$ cat config.mk
export PLATFORM = sky130hd
export DESIGN_NAME = accel_poll_sequencer
export DESIGN_NICKNAME = d
export VERILOG_FILES = /design/src/rtl/accel_seq_pkg.sv /design/src/rtl/accel_poll_sequencer_rate_tick.sv /design/src/rtl/accel_poll_sequencer.sv
export SDC_FILE = /design/constraint.sdc
export NUM_CORES = 1
export LEC_CHECK = 0
export ABC_AREA = 1
export CORE_UTILIZATION = 45
export CTS_CLUSTER_SIZE = 20
export DETAILED_ROUTE_END_ITERATION = 8
export GPL_ROUTABILITY_DRIVEN = 0
export PLACE_DENSITY = 0.72
export SYNTH_ARGS = -nofsm -noshare
export SYNTH_HDL_FRONTEND = slang
export SYNTH_SLANG_ARGS = --single-unit
$ cat constraint.sdc
create_clock -name clk -period 1.53 [get_ports clk]
set_clock_uncertainty 0.1 [all_clocks]
set_input_delay 0.306 -clock clk [delete_from_list [all_inputs] [get_ports clk]]
set_output_delay 0.306 -clock clk [all_outputs]
set_load 0.05 [all_outputs]
$ cat src/rtl/accel_seq_pkg.sv
// Shared definitions for the ADXL345 bring-up and poll sequencer.
// Holds the FSM state encodings, ADXL345 register map subset and init ROM.
// No logic; imported by the sequencer and its sub-modules.
package accel_seq_pkg;

  // FSM state encodings, kept as plain constants so debug tooling can decode dbg_state
  typedef logic [3:0] seq_state_e;
  localparam seq_state_e ST_INIT_ISSUE = 4'd0;
  localparam seq_state_e ST_INIT_WAIT  = 4'd1;
  localparam seq_state_e ST_POLL_WAIT  = 4'd2;
  localparam seq_state_e ST_RD_ISSUE   = 4'd3;
  localparam seq_state_e ST_RD_WAIT    = 4'd4;
  localparam seq_state_e ST_PUBLISH    = 4'd5;
  localparam seq_state_e ST_ERROR      = 4'd6;

  // ADXL345 registers used by the sequencer
  localparam logic [7:0] REG_POWER_CTL   = 8'h2D;
  localparam logic [7:0] REG_DATA_FORMAT = 8'h31;
  localparam logic [7:0] REG_BW_RATE     = 8'h2C;
  localparam logic [7:0] REG_DATAX0      = 8'h32;

  localparam int INIT_ROWS  = 3;
  localparam int DATA_BYTES = 6;

  typedef struct packed {
    logic [7:0] reg_addr;
    logic [7:0] data;
  } init_row_t;

  // Init ROM, row 0 in the low 16 bits: measure mode, full-res +/-2g, 100 Hz output rate
  localparam logic [INIT_ROWS*16-1:0] INIT_ROM = {
    REG_BW_RATE,     8'h0A,
    REG_DATA_FORMAT, 8'h08,
    REG_POWER_CTL,   8'h08
  };

  function automatic init_row_t init_row(input logic [1:0] idx);
    init_row = init_row_t'(INIT_ROM[int'(idx)*16 +: 16]);
  endfunction

endpackage

$ cat src/rtl/accel_poll_sequencer_rate_tick.sv
// Free-running sample-rate divider producing a one-cycle tick every period.
// Tick is registered: asserted the cycle after the counter reaches period-1.
// No backpressure; an unconsumed tick is simply lost.
module accel_rate_tick #(
  parameter int SYS_CLK_SPEED  = 50000000,
  parameter int SAMPLE_RATE_HZ = 100
) (
  input  logic clk,
  input  logic rst,
  output logic tick
);

  localparam int PERIOD = SYS_CLK_SPEED / SAMPLE_RATE_HZ;
  localparam int CW     = (PERIOD > 1) ? $clog2(PERIOD) : 1;
  localparam logic [CW-1:0] LAST = CW'(PERIOD - 1);

  logic [CW-1:0] cnt;

  // count 0..PERIOD-1 and flag the wrap
  always_ff @(posedge clk) begin
    if (rst) begin
      cnt  <= '0;
      tick <= 1'b0;
    end else begin
      tick <= (cnt == LAST);
      if (cnt == LAST) cnt <= '0;
      else             cnt <= cnt + CW'(1);
    end
  end

endmodule

$ cat src/rtl/accel_poll_sequencer.sv
// Brings up the ADXL345 with three config writes, then polls six data bytes per rate tick.
// Optional watchdog via `ACCEL_SEQ_TIMEOUT_EN (aborts a hung transaction, pulses i2c_rst).
// Sole requester of the I2C controller; waits on i2c_ready before every start pulse.
module accel_poll_sequencer
  import accel_seq_pkg::*;
#(
  parameter int         SYS_CLK_SPEED  = 50000000,
  parameter int         SAMPLE_RATE_HZ = 100,
  parameter logic [6:0] DEV_ADDR       = 7'h1D
`ifdef ACCEL_SEQ_TIMEOUT_EN
  , parameter int       TIMEOUT_CYCLES = 2000000
`endif
) (
  input  logic        clk,
  input  logic        rst,
  input  logic        enable,
  output logic [6:0]  i2c_dev_addr,
  output logic [7:0]  i2c_reg_addr,
  output logic        i2c_r_w,
  output logic [7:0]  i2c_write_data,
  input  logic [7:0]  i2c_read_data,
  output logic        i2c_start,
  input  logic        i2c_finished,
  input  logic        i2c_ready,
  output logic        i2c_rst,
  output logic [15:0] accel_x,
  output logic [15:0] accel_y,
  output logic [15:0] accel_z,
  output logic        sample_valid,
  output logic        init_done,
  output logic        seq_error,
  output logic [3:0]  dbg_state
);

  seq_state_e       state;
  logic [1:0]       row;
  logic [2:0]       byte_idx;
  logic             accepted;
  logic [5:0][7:0]  shadow;
  logic             tick;
  logic             done;
  logic             issue_fire;
  logic             timeout;
  init_row_t        rom_row;

  accel_rate_tick #(
    .SYS_CLK_SPEED  (SYS_CLK_SPEED),
    .SAMPLE_RATE_HZ (SAMPLE_RATE_HZ)
  ) u_rate_tick (
    .clk  (clk),
    .rst  (rst),
    .tick (tick)
  );

  assign i2c_dev_addr = DEV_ADDR;
  assign dbg_state    = state;
  assign rom_row      = init_row(row);

  // The finished flag is stale until the controller has visibly gone busy for this request
  assign done = accepted & i2c_ready & i2c_finished;

  assign issue_fire = ((state == ST_INIT_ISSUE) && enable && i2c_ready) ||
                      ((state == ST_RD_ISSUE) && i2c_ready);

`ifdef ACCEL_SEQ_TIMEOUT_EN
  localparam int WDW = $clog2(TIMEOUT_CYCLES + 1);
  localparam logic [WDW-1:0] WD_LAST = WDW'(TIMEOUT_CYCLES - 1);

  logic [WDW-1:0] wd_cnt;
  logic           in_wait;

  assign in_wait = (state == ST_INIT_WAIT) || (state == ST_RD_WAIT);
  assign timeout = in_wait && (wd_cnt == WD_LAST);

  // watchdog: zero during the start cycle, one count per cycle spent waiting
  always_ff @(posedge clk) begin
    if (rst)             wd_cnt <= '0;
    else if (issue_fire) wd_cnt <= '0;
    else if (in_wait)    wd_cnt <= wd_cnt + WDW'(1);
  end

  // abort: one-cycle controller reset and a sticky error flag
  always_ff @(posedge clk) begin
    if (rst) begin
      i2c_rst   <= 1'b0;
      seq_error <= 1'b0;
    end else begin
      i2c_rst <= timeout;
      if (timeout) seq_error <= 1'b1;
    end
  end
`else
  assign timeout   = 1'b0;
  assign i2c_rst   = 1'b0;
  assign seq_error = 1'b0;
`endif

  // main sequencer: request generation, completion tracking, sample assembly
  always_ff @(posedge clk) begin
    if (rst) begin
      state          <= ST_INIT_ISSUE;
      row            <= '0;
      byte_idx       <= '0;
      accepted       <= 1'b0;
      shadow         <= '0;
      i2c_reg_addr   <= '0;
      i2c_r_w        <= 1'b0;
      i2c_write_data <= '0;
      i2c_start      <= 1'b0;
      accel_x        <= '0;
      accel_y        <= '0;
      accel_z        <= '0;
      sample_valid   <= 1'b0;
      init_done      <= 1'b0;
    end else begin
      i2c_start    <= 1'b0;
      sample_valid <= 1'b0;
      if (timeout) begin
        state <= ST_ERROR;
      end else begin
        case (state)
          ST_INIT_ISSUE: begin
            if (issue_fire) begin
              i2c_reg_addr   <= rom_row.reg_addr;
              i2c_write_data <= rom_row.data;
              i2c_r_w        <= 1'b0;
              i2c_start      <= 1'b1;
              accepted       <= 1'b0;
              state          <= ST_INIT_WAIT;
            end
          end
          ST_INIT_WAIT: begin
            if (!i2c_ready) accepted <= 1'b1;
            if (done) begin
              if (row == 2'(INIT_ROWS - 1)) begin
                init_done <= 1'b1;
                state     <= ST_POLL_WAIT;
              end else begin
                row   <= row + 2'd1;
                state <= ST_INIT_ISSUE;
              end
            end
          end
          ST_POLL_WAIT: begin
            if (tick && enable) begin
              byte_idx <= '0;
              state    <= ST_RD_ISSUE;
            end
          end
          ST_RD_ISSUE: begin
            if (issue_fire) begin
              i2c_reg_addr   <= REG_DATAX0 + {5'd0, byte_idx};
              i2c_write_data <= '0;
              i2c_r_w        <= 1'b1;
              i2c_start      <= 1'b1;
              accepted       <= 1'b0;
              state          <= ST_RD_WAIT;
            end
          end
          ST_RD_WAIT: begin
            if (!i2c_ready) accepted <= 1'b1;
            if (done) begin
              shadow[byte_idx] <= i2c_read_data;
              if (byte_idx == 3'(DATA_BYTES - 1)) begin
                state <= ST_PUBLISH;
              end else begin
                byte_idx <= byte_idx + 3'd1;
                state    <= ST_RD_ISSUE;
              end
            end
          end
          ST_PUBLISH: begin
            accel_x      <= {shadow[1], shadow[0]};
            accel_y      <= {shadow[3], shadow[2]};
            accel_z      <= {shadow[5], shadow[4]};
            sample_valid <= 1'b1;
            state        <= ST_POLL_WAIT;
          end
          ST_ERROR: begin
            state <= ST_ERROR;
          end
          default: begin
            state <= ST_INIT_ISSUE;
          end
        endcase
      end
    end
  end

endmodule

==> impl_metrics.toml, run 1 <==
[run_status]
status = "finished with violations"
violations = "negative setup slack"

[worst_setup_path]
crit_family = "simple AND/OR/NAND/NOR gates"
crit_buf_inv = 1
crit_top_cell = "nor2_4"
reg2reg_from = "dbg_state[0]"
critPathMaxFanout = 7
ff2ff_setup_slack_ns = -0.03
path_cells = "nor2_4 -> nand2_4 -> nor2_4 -> nand3_4 -> buf_4 -> a21oi_1"
rr_worst_depth = 6
crit_arrival_ns = 1.80
critPathKind = "register to register"
cp_slowest_stage_delay_ns = 0.37
slowest_stage = "dfxtp_4"
required_ns = 1.77
critPathLaunch = "dbg_state[0]"
critPathLaunchType = "register"
end_kind = "register"
reg2reg_to = "shadow[40]"

[clock_tree]
cts_buffers = 17
clockBufferDepth = 2
path_clk_slew_ns = 0.06
clkLatencyLatePin_ns = 0.41
cts_tree = "built"
root_buffer = "clkbuf_16"
ctsHoldBuffers = 0
cts.sinks = 137
htreeDepth = 4

[layout]
fin_util_pct = 68.5
final_cell_mix = "dfxtp_1, a21oi_1, o21ai_0"
fin_cells = 1008
multi_input_area_sq_um = 2560
layout-drive-gt1-share_pct = 26.3
final_nets = 854
area_growth_pct = 47.0
diodes = 0
fillers = 880
register_area_sq_um = 2760
mostFrequentLayoutCell = "dfxtp_1"

[place]
place.port_buffers = 75
dp_hpwl_mm = 9.44
pre_cts_ws_ns = -0.448
placedCellCount = 962

[route]
vias = 5191
wl_per_cell_microns = 14.8
drt-initial-drc-count = 288
routed_via_density = 5.15
route.antenna.remaining_nets = 0
routed_wirelength_mm = 14.9
first_pass_iters = 5
drc = 0

[die]
core_area_sq_um = 12100
die_h_microns = 114
die-area_sq_um = 13000
die_w_microns = 114
rows = 40
ios = 94
start_util_pct = 46.6

[grt]
overflow = 0
grt_max_degree = 58
grt_use_total_pct = 21.5
grt_pass1_vias = 4862
grt_antenna_before_repair = 0
grt_pass1_wl_mm = 22.0

[min_path]
min_to = "shadow[31]"
hold_depth = 2
hold_class = "register to register"
worstHoldStart = "shadow[31]"

[logic_synthesis]
synth_cell_types = 32
synth_seq_area_share_pct = 48.6
syn_inst = 707
ys_seq_elements = 137
synth_warnings = 0
syn_avg_cell_area_sq_um = 7.99
netlist_area_sq_um = 5650

[power]
powerDensity_nw_per_um2 = 1430
ir_drop_uv = 957
leakage_uw = 0.00320

[timing]
fin_crit_sh_pct = 102
rsz0062_at_grt = "yes"
final-hold-violation-count = 0
setup_viol_count_final = 16
min_period_ns = 1.56
setup_ws_ns = -0.0304
slew_viol_final = 0
max_freq_mhz = 641

[run]
cap_violations = 0
## cells by family after synthesis
family	synth area share [%]
other	0.133
xor gates and xnor gates	1.09
AOI/OAI and AO/OA	20.2
DFF	48.6
buffers and inverters	10.7
and+or+nand+nor	16.9
adders and majority gates	2.44
## state kept, by name, summed over array words and instances, names as in the netlist, 3 cells and up
register	count
accel_z	16
byte_idx	3
accel_y	16
i2c_reg_addr	6
shadow	48
u_rate_tick.cnt	19
accel_x	16
dbg_state	3
## metrics by stage
stage                     TNS [ns]  area, sq um  total power, uW  hold slack, ns
after global routing         -1.50         8300            12400           0.374
final                       -0.257         8300            11900           0.354
after detailed placement    -26.85         7390             7740           0.343
after CTS                  -0.0275         8000            11700           0.351
after global placement      -20.71         7390             7660           0.337
after floorplan                  0         5730             6110           0.318
## metal layers
layer | up-vias | track usage [%] | share of wire, %
met5 | - | 0 | 0
met4 | 0 | 8.14 | 1.6
met3 | 27 | 6.00 | 6.3
met2 | 198 | 37.4 | 51
met1 | 2423 | 25.1 | 41
li1 | 2543 | - | -
## worst max-delay path by stage
stage                       end  slack, ns  cells after the start
detailed placement  byte_idx[2]      -0.45                      8
global route         shadow[41]      -0.08                      6
finish               shadow[40]      -0.03                      6
floorplan            shadow[14]      0.007                      7
CTS                  shadow[24]      -0.01                      6
global placement     shadow[13]      -0.35                      6
## tightest hold or removal path: cells and delay by family, from the launching register on
kind	cells	cell delay (ns)
AO/OA/AOI/OAI	1	0.06
flip-flops	1	0.30
buffers and inverters	1	0.06
## synth_stat cells (all sizes together)
| master | instances | share of area [%] |
|---|---|---|
| a21oi | 114 | 10 |
| nand2 | 83 | 5.8 |
| conb | 2 | 0.13 |
| nand3b | 3 | 0.40 |
| xor2 | 4 | 0.62 |
| and3 | 1 | 0.11 |
| nand4 | 2 | 0.22 |
| buf | 37 | 4.8 |
| xnor2 | 3 | 0.47 |
| a31oi | 1 | 0.11 |
| o21ai | 111 | 10 |
| inv | 75 | 5.0 |
| nand3 | 27 | 3.8 |
| clkbuf | 14 | 0.93 |
| dfxtp | 137 | 49 |
| nor2 | 70 | 5.4 |
| nor3 | 8 | 0.71 |
| or2 | 4 | 0.44 |
| ha | 11 | 2.4 |
## what timing repair did
item,CTS,global route
buffers inserted,2,6
gates cloned,0,9
resized for setup,13,59
pin swaps,7,15
endpoints found under the setup margin,48,86
## power breakdown
group	internal, uW	switching (uW)
combinational	1630	2100
sequential	3890	344
clock	2410	1500
## layout make-up
class | count | share of cell area (%)
Clock buffer | 18 | 5.29
Clock inverter | 11 | 1.51
Inverter | 75 | 3.39
Multi-Input combinational cell | 466 | 30.8
Sequential cell | 137 | 33.2
Tap cell | 168 | 2.53
Timing Repair Buffer | 133 | 23.2
No activity file was read; power rests on OpenSTA's default activity.
==> run 2, diff against run 1 <==
==> constraint.sdc (replaced) <==
create_clock -name clk -period 1.53 [get_ports clk]
set_clock_uncertainty 0.1 [all_clocks]
set_input_delay 0.2295 -clock clk [delete_from_list [all_inputs] [get_ports clk]]
set_output_delay 0.2295 -clock clk [all_outputs]
set_load 0.05 [all_outputs]
==> impl_metrics.toml, run 2 (same netlist as run 1, synthesis figures left out) <==
[layout]
reg.largest.list = "shadow (48), u_rate_tick.cnt (19)"
largest_reg_flops = 48
final_cell_mix = "dfxtp_1, a21oi_1, nand2_1"
mostFrequentLayoutCell = "dfxtp_1"
area_growth_pct = 49.1
diodes = 0
fin_area_sq_um = 8420
layout-drive-gt1-share_pct = 29.3
fin_util_pct = 69.5
regMostFlops = "shadow"
final_nets = 855

[die]
die-area_sq_um = 13000
start_util_pct = 46.6
core_area_sq_um = 12100
ios = 94
die_w_microns = 114
die_h_microns = 114
rows = 40

[worst_setup_path]
critPathKind = "register to register"
critPathMaxFanout = 26
crit_arrival_ns = 1.75
path_cells = "nand2_1 -> nor2_4 -> buf_12 -> o21ai_0 -> a21oi_1"
crit_path_end = "accel_z[11]"
cp_num_cells = 5
rr_worst_depth = 5
crit_buf_inv = 1
reg2reg_to = "accel_z[11]"
cp_slowest_stage_delay_ns = 0.44
end_kind = "register"
reg2reg_from = "dbg_state[2]"
ff2ff_setup_slack_ns = -0.009
slowest_stage = "dfxtp_4"
critPathLaunchType = "register"
required_ns = 1.74
critPathLaunch = "dbg_state[2]"
crit_family = "flip-flops"

[clock_tree]
path_clk_slew_ns = 0.06
cts_tree = "built"
ctsHoldBuffers = 0
clkLatencyLatePin_ns = 0.41
cts_buffers = 17
clockBufferDepth = 2
cts.sinks = 137
root_buffer = "clkbuf_16"
htreeDepth = 4

[route]
highest_layer = "met4"
drc = 0
routed_via_density = 5.23
wl_met2_mm = 7.64
drt-initial-drc-count = 321
wl_met1_mm = 6.05
routed_wirelength_mm = 15.0
wl_per_cell_microns = 14.8
wl_met3_microns = 976
route.antenna.remaining_nets = 0
first_pass_iters = 5
vias = 5296

[timing]
rsz0062_at_grt = "yes"
slew_viol_final = 0
setup_viol_count_final = 1
setup_ws_ns = -0.00929
max_freq_mhz = 650
fin_crit_sh_pct = 101
min_period_ns = 1.54
whs_ns = 0.357
final-hold-violation-count = 0

[place]
dp_hpwl_mm = 9.37
dpl_cell_area_sq_um = 7390
place.port_buffers = 75
pre_cts_ws_ns = -0.372

[grt]
grt_max_degree = 58
grt_pass1_wl_mm = 22.6
grt_pass1_vias = 4888
grt_use_total_pct = 22.0
overflow = 0
grt_antenna_before_repair = 0

[run_status]
violations = "negative setup slack"
status = "finished with violations"

[run]
cap_violations = 0

[power]
leakage_uw = 0.00321
powerDensity_nw_per_um2 = 1390
ir_drop_uv = 960

[min_path]
worstHoldStart = "shadow[45]"
hold_class = "register to register"
[run 2: cell count changes in the layout (fill, tap and decap cells not counted), moves of 3 or more]
cell and change:
o21ai_2 +8, o21ai_0 -8, a21oi_2 +12, inv_6 +3, clkinvlp_4 +3, buf_6 +4, nand3_2 -3, a21oi_1 -13
[run 2: final cells by class]
class / instances / area [sq um]
Clock buffer: 20 / 457
Clock inverter: 12 / 91.3
Fill cell: 876 / 3690
Inverter: 75 / 285
Multi-Input combinational cell: 465 / 2650
Sequential cell: 137 / 2760
Tap cell: 168 / 210
Timing Repair Buffer: 135 / 1970
[run 2: metrics by stage]
| step | total power, uW | cells | TNS [ns] |
|---|---|---|---|
| floorplan | 6110 | 723 | 0 |
| global placement | 7660 | 962 | -14.88 |
| detailed placement | 7730 | 962 | -19.44 |
| CTS | 11500 | 1003 | -0.00809 |
| global route | 12200 | 1012 | -1.61 |
| finish | 11700 | 1012 | -0.00929 |
[run 2: worst reg2reg max path, delay by kind of cell (launching register included)]
kind	cells	cell delay, ns
DFF	1	0.44
AOI/OAI and AO/OA	2	0.33
and+or+nand+nor	2	0.39
buffers and inverters	1	0.19
[run 2: how the worst min path moves through the flow]
stage / to / slack [ns] / cells past startpoint
2_1_floorplan: shadow[15] / 0.29 / 2
3_3_place_gp: accel_x[3] / 0.34 / 2
3_5_place_dp: shadow[43] / 0.34 / 2
4_1_cts: shadow[2] / 0.35 / 2
5_1_grt: accel_z[13] / 0.37 / 2
6_report: accel_z[13] / 0.36 / 2
[run 2: repair_timing]
action / CTS / global route
gates resized for setup: 9 / 100
hold endpoints to repair: 0 / 0
pin swaps: 9 / 18
setup buffers: 5 / 6
gates cloned: 4 / 3
setup endpoints to repair: 50 / 84
[run 2: power breakdown]
| group | leakage (uW) | internal (uW) | switching, uW |
|---|---|---|---|
| Clock | 0.000252 | 2170 | 1560 |
| Combinational | 0.00184 | 1650 | 2110 |
| Sequential | 0.00111 | 3880 | 352 |
[run 2: per-layer routing]
metal,global-route usage [%],vias up
li1,-,2552
met1,26.5,2476
met2,37.6,230
met3,5.31,38
met4,8.48,0
met5,0,-
